==> config.mk <==
export PLATFORM = sky130hd
export DESIGN_NAME = sdrc_wb_traffic_gen
export DESIGN_NICKNAME = d
export VERILOG_FILES = /design/src/rtl/sdrc_wb_traffic_gen.sv
export SDC_FILE = /design/constraint.sdc
export NUM_CORES = 1
export LEC_CHECK = 0
export BUFFER_PORTS_ARGS = -buffer_cell sky130_fd_sc_hd__buf_2
export CORE_UTILIZATION = 58
export CTS_CLUSTER_SIZE = 28
export DETAILED_ROUTE_END_ITERATION = 7
export GPL_TIMING_DRIVEN = 0
export PLACE_DENSITY_LB_ADDON = 0.25
export SYNTH_ARGS = -nofsm -noshare
export SYNTH_HDL_FRONTEND = slang
export SYNTH_SLANG_ARGS = --single-unit
==> constraint.sdc <==
create_clock -name wb_clk_i -period 10.8 [get_ports wb_clk_i]
set_input_delay 2.7 -clock wb_clk_i [delete_from_list [all_inputs] [get_ports wb_clk_i]]
set_output_delay 2.7 -clock wb_clk_i [all_outputs]
set_load 0.05 [all_outputs]
==> src/rtl/sdrc_wb_traffic_gen.sv <==
// Wishbone burst traffic generator for the SDRAM controller slave port.
// Issues incrementing bursts with a seed+k data pattern and checks read data against the same pattern.
module sdrc_wb_traffic_gen #(
  parameter int AW     = 32,
  parameter int DW     = 32,
  parameter int LW     = 4,
  parameter int TO_CYC = 1024,
  parameter int ECW    = 16
) (
  input  logic            wb_clk_i,
  input  logic            wb_rst_i,
  input  logic            cmd_valid,
  output logic            cmd_ready,
  input  logic            cmd_we,
  input  logic [AW-1:0]   cmd_addr,
  input  logic [LW-1:0]   cmd_len,
  input  logic [DW-1:0]   cmd_seed,
  output logic            wb_cyc_o,
  output logic            wb_stb_o,
  output logic            wb_we_o,
  output logic [AW-1:0]   wb_addr_o,
  output logic [DW-1:0]   wb_dat_o,
  output logic [DW/8-1:0] wb_sel_o,
  output logic [2:0]      wb_cti_o,
  input  logic            wb_ack_i,
  input  logic [DW-1:0]   wb_dat_i,
  output logic            busy,
  output logic            done,
  output logic            timeout,
  output logic [ECW-1:0]  err_cnt,
  output logic [AW-1:0]   err_addr
);

  localparam int BPB = DW / 8;
  localparam int WDW = $clog2(TO_CYC + 1);
  localparam logic [2:0] CTI_CLS = 3'b000;
  localparam logic [2:0] CTI_INC = 3'b010;
  localparam logic [2:0] CTI_EOB = 3'b111;

  typedef enum logic [1:0] {IDLE, BURST, FIN} state_t;

  typedef struct packed {
    logic          we;
    logic [LW-1:0] len;
    logic [DW-1:0] seed;
  } cmd_t;

  state_t         state_q, state_d;
  cmd_t           cmd_q, cmd_d;
  logic [LW-1:0]  k_q, k_d, len1;
  logic [WDW-1:0] wd_q, wd_d;

  logic            rdy_d, cyc_d, stb_d, we_d, done_d, to_d;
  logic [AW-1:0]   addr_d, ea_d;
  logic [DW-1:0]   dat_d;
  logic [2:0]      cti_d;
  logic [ECW-1:0]  ec_d;

  logic accept, ack_ok, last, to_hit;

  assign accept   = (state_q == IDLE) && cmd_ready && cmd_valid;
  assign ack_ok   = wb_stb_o && wb_ack_i;
  assign last     = (k_q == cmd_q.len - LW'(1));
  assign to_hit   = wb_stb_o && !wb_ack_i && (wd_q == WDW'(TO_CYC - 1));
  assign wb_sel_o = '1;

  always_ff @(posedge wb_clk_i or posedge wb_rst_i)
    if (wb_rst_i) state_q <= IDLE;
    else          state_q <= state_d;

  always_comb begin
    state_d = state_q;
    case (state_q)
      IDLE:    if (accept) state_d = BURST;
      BURST:   if ((ack_ok && last) || to_hit) state_d = FIN;
      FIN:     state_d = IDLE;
      default: state_d = IDLE;
    endcase
  end

  always_comb begin
    rdy_d  = cmd_ready;
    cyc_d  = wb_cyc_o;
    stb_d  = wb_stb_o;
    we_d   = wb_we_o;
    addr_d = wb_addr_o;
    dat_d  = wb_dat_o;
    cti_d  = wb_cti_o;
    done_d = 1'b0;
    to_d   = timeout;
    ec_d   = err_cnt;
    ea_d   = err_addr;
    cmd_d  = cmd_q;
    k_d    = k_q;
    wd_d   = wd_q;
    len1   = (cmd_len == '0) ? LW'(1) : cmd_len;
    case (state_q)
      IDLE: begin
        rdy_d = 1'b1;
        if (accept) begin
          cmd_d  = '{we: cmd_we, len: len1, seed: cmd_seed};
          k_d    = '0;
          wd_d   = '0;
          to_d   = 1'b0;
          rdy_d  = 1'b0;
          cyc_d  = 1'b1;
          stb_d  = 1'b1;
          we_d   = cmd_we;
          addr_d = cmd_addr;
          dat_d  = cmd_seed;
          cti_d  = (len1 == LW'(1)) ? CTI_CLS : CTI_INC;
        end
      end
      BURST: begin
        if (ack_ok) begin
          wd_d = '0;
          if (!cmd_q.we && (wb_dat_i != cmd_q.seed + DW'(k_q))) begin
            if (err_cnt != '1) ec_d = err_cnt + ECW'(1);
            ea_d = wb_addr_o;
          end
          if (last) begin
            cyc_d  = 1'b0;
            stb_d  = 1'b0;
            we_d   = 1'b0;
            cti_d  = CTI_CLS;
            done_d = 1'b1;
          end else begin
            k_d    = k_q + LW'(1);
            addr_d = wb_addr_o + AW'(BPB);
            dat_d  = wb_dat_o + DW'(1);
            cti_d  = (k_q + LW'(2) == cmd_q.len) ? CTI_EOB : CTI_INC;
          end
        end else if (to_hit) begin
          // Watchdog abort: late acks are ignored because stb is already low.
          cyc_d  = 1'b0;
          stb_d  = 1'b0;
          we_d   = 1'b0;
          cti_d  = CTI_CLS;
          to_d   = 1'b1;
          done_d = 1'b1;
        end else if (wb_stb_o) begin
          wd_d = wd_q + WDW'(1);
        end
      end
      FIN:     rdy_d = 1'b1;
      default: rdy_d = 1'b0;
    endcase
  end

  always_ff @(posedge wb_clk_i or posedge wb_rst_i)
    if (wb_rst_i) begin
      cmd_ready <= 1'b0;
      wb_cyc_o  <= 1'b0;
      wb_stb_o  <= 1'b0;
      wb_we_o   <= 1'b0;
      wb_addr_o <= '0;
      wb_dat_o  <= '0;
      wb_cti_o  <= '0;
      busy      <= 1'b0;
      done      <= 1'b0;
      timeout   <= 1'b0;
      err_cnt   <= '0;
      err_addr  <= '0;
      cmd_q     <= '0;
      k_q       <= '0;
      wd_q      <= '0;
    end else begin
      cmd_ready <= rdy_d;
      wb_cyc_o  <= cyc_d;
      wb_stb_o  <= stb_d;
      wb_we_o   <= we_d;
      wb_addr_o <= addr_d;
      wb_dat_o  <= dat_d;
      wb_cti_o  <= cti_d;
      busy      <= (state_d != IDLE);
      done      <= done_d;
      timeout   <= to_d;
      err_cnt   <= ec_d;
      err_addr  <= ea_d;
      cmd_q     <= cmd_d;
      k_q       <= k_d;
      wd_q      <= wd_d;
    end

endmodule

==> metrics.yaml <==
min_period_ps: 4817
die_w_um: 129.6
clk_pin_slew_worst_paths_ps: 60
cts-root-buf: "clkbuf_16"
crit_path_max_fanout: 10
hold_buffers: 0
rsz0062_at_grt: "false"
vdd_ir_drop_max_mv: 0.2688
ant_nets: 0
drive_above_1_share: 0.2303
grt_max_degree: 133
fmax_mhz: 207.6
maxCapViolations: 0
ys_warn_count: 0
max_stage_delay_ps: 420
nFillCells: 1254
clk_latency_ps: 440
antenna_found_initial: 1
drtIter0Drc: 743
start_util: 0.5944
cts_resized: 0
die_h_um: 129.6
yosysSeqAreaShare: 0.4611
grt_pass1_wl_mm: 44.86
status: "finished clean"
drc: 0
grtUsageTotal: 0.3510
drtPass1Iterations: 5
clock_skew_ps: 8.352
gr-total-overflow: 0
netlist_area_um2: 9443
gp_congestion: 0.9796
setup_ws_ps: 5983
p_leak_nw: 5.480
wl_per_cell_um: 18.29
min_period_over_period: 0.4460
coreArea_um2: 15890
slew_headroom: 0.5064
cts_setup_buffers: 0
slowest_stage: "or4_1"
hpwl_mm: 20.93
crit_path_frequent_cell: "buf_2"
synth_cell_type_count: 62
cp.arrival_ps: 5130
clk_path_buf_depth: 2
timing.hold.ws_ps: 483.7
postSynth.asyncResetShare: 1.000
numPortBuffers: 226
dpl_worst_slack_ps: 5566
cp.buffers_inverters: 3
wirelength_mm: 28.76
cp.required_ps: 11120
crit_family: "simple AND/OR/NAND/NOR gates"
setup_viol: 0
vias: 9427
ys.flop_type: "dfrtp_1"
final.setup.tns_ps: 0
startpoint_type: "primary input"
powerDensity_nw_per_um2: 343.8
crit_path_cell_trace: "buf_2 > xor2_1 > or4_1 > o221ai_1 > mux2i_1 > nor4_1 > a31o_1 > buf_6 > buf_2 > mux2_2"
rows: 46
hold_path.class: "flip-flop to flip-flop"
synth-edff-count: 0
synth_cells: 1093
path_class: "primary input to flip-flop"
ios: 231
hold_viol_final: 0
syn_to_final_growth_pct: 21.52
drv_slew: 0
h-tree-depth: 4
viasPerCell: 5.997
synth-seq-cells: 174
avgSynthCellArea_um2: 8.639
cts_buffers: 17
die_area_um2: 16790
final_util: 0.7224
end_kind: "flip-flop"
clock_sinks: 174
grt_pass1_vias: 8926
num-nets-final: 1459
worstMarginPinSlew_ps: 740.4
rrSetupSlack_ps: 7130
cts_tree: "done"
[kinds of logic after synthesis]
| kind of cell | Yosys count | synth area share |
|---|---|---|
| buffers and inverters | 79 | 0.03591 |
| muxes | 36 | 0.04240 |
| DFF | 174 | 0.4611 |
| and+or+nand+nor | 462 | 0.2263 |
| adders and majority gates | 12 | 0.01670 |
| xor gates and xnor gates | 65 | 0.06029 |
| other | 1 | 0.0003971 |
| AOI/OAI and AO/OA | 264 | 0.1569 |
[worst reg2reg max path: stages (launching register included)]
cell and delay (ps):
dfrtp_1 460, ha_1 260, fa_1 420, nand3_1 120, nand2_1 230, nand4_1 270, and3_1 180, o21ai_0 90
nor4_1 380, a31o_1 290, buf_6 160, buf_2 300, mux2_2 390
[stage by stage]
step | cell area [µm²] | cells | power [mW]
final | 11470 | 1572 | 3.945
after global routing | 11470 | 1571 | 4.153
after CTS | 11470 | 1571 | 3.922
after detailed placement | 10890 | 1539 | 3.304
after global placement | 10860 | 1538 | 3.248
after floorplan | 9454 | 1096 | 2.711
[worst paths after layout]
kind	startpoint	to	cells past startpoint
max in group asynchronous	wb_rst_i	cmd_q[21]	3
min	cmd_q[36]	cmd_q[36]	2
max reg2reg	k_q[0]	err_addr[7]	12
max	wb_dat_i[13]	err_addr[7]	10
min reg2reg	cmd_q[36]	cmd_q[36]	2
min in group asynchronous	wb_rst_i	err_cnt[9]	2
[state kept, by name, indices dropped and copies added (netlist names)]
register	cells
wd_q	11
wb_stb_o	1
cmd_ready	1
err_cnt	16
state_q	2
busy	1
wb_cti_o	2
k_q	4
wb_we_o	1
wb_dat_o	32
done	1
timeout	1
err_addr	32
wb_addr_o	32
cmd_q	37
[synth_stat cells, types with 4 or more instances]
cell type | count | area [µm²]
nor3_1 | 23 | 115.1
buf_2 | 4 | 20.02
and3_1 | 26 | 162.7
buf_4 | 6 | 45.04
nand4_1 | 21 | 131.4
xor2_1 | 33 | 289.0
o21ai_0 | 84 | 420.4
clkbuf_1 | 48 | 180.2
nand2b_1 | 4 | 25.02
nor4_1 | 11 | 68.82
inv_1 | 18 | 67.56
nor3b_1 | 4 | 30.03
mux2i_1 | 4 | 40.04
xnor2_1 | 32 | 280.3
nor2_1 | 63 | 236.5
nand3_1 | 55 | 275.3
a31oi_1 | 7 | 43.79
o211ai_1 | 4 | 30.03
ha_1 | 11 | 137.6
and2_1 | 7 | 43.79
o22ai_1 | 29 | 181.4
dfrtp_1 | 174 | 4354
a21oi_1 | 110 | 550.5
mux2_2 | 32 | 360.4
nand2_1 | 226 | 848.3
[metal layers]
metal | vias up | global-route usage | wire (µm)
li1 | 4360 | - | -
met1 | 4459 | 0.4452 | 11210
met2 | 510 | 0.5533 | 13320
met3 | 98 | 0.08753 | 2907
met4 | 0 | 0.1943 | 1316
met5 | - | 0 | 0
[area by class of cell]
class	instances	area [µm²]	area share
sequential	174	4354	0.3795
multi-input combinational	843	4761	0.4149
buffer	61	271.5	0.02366
inverter	18	75.07	0.006542
antenna	1	2.502	0.0002181
clock buffer	24	501.7	0.04372
clock inverter	8	80.08	0.006978
tap	216	270.3	0.02355
timing repair buffer	227	1159	0.1010
[cell usage in the layout, fill, tap and decap left out, types with 7 or more instances in the layout]
cell type and count:
buf_2 230, nand2_1 226, dfrtp_1 174, a21oi_1 110, o21ai_0 84, nor2_1 63, nand3_1 55, clkbuf_1 50
xor2_1 33, xnor2_1 32, mux2_2 32, o22ai_1 29, and3_1 26, nor3_1 23, nand4_1 21, inv_1 17
clkbuf_16 17, nor4_1 11, ha_1 11, and2_1 7, a31oi_1 7
[power breakdown]
part / internal [mW] / leakage, nW / switching (mW)
Clock: 0.348 / 0.279 / 0.254
Sequential: 0.925 / 2.14 / 0.326
Combinational: 0.572 / 3.07 / 1.52
(Power assumes the default switching activity.)
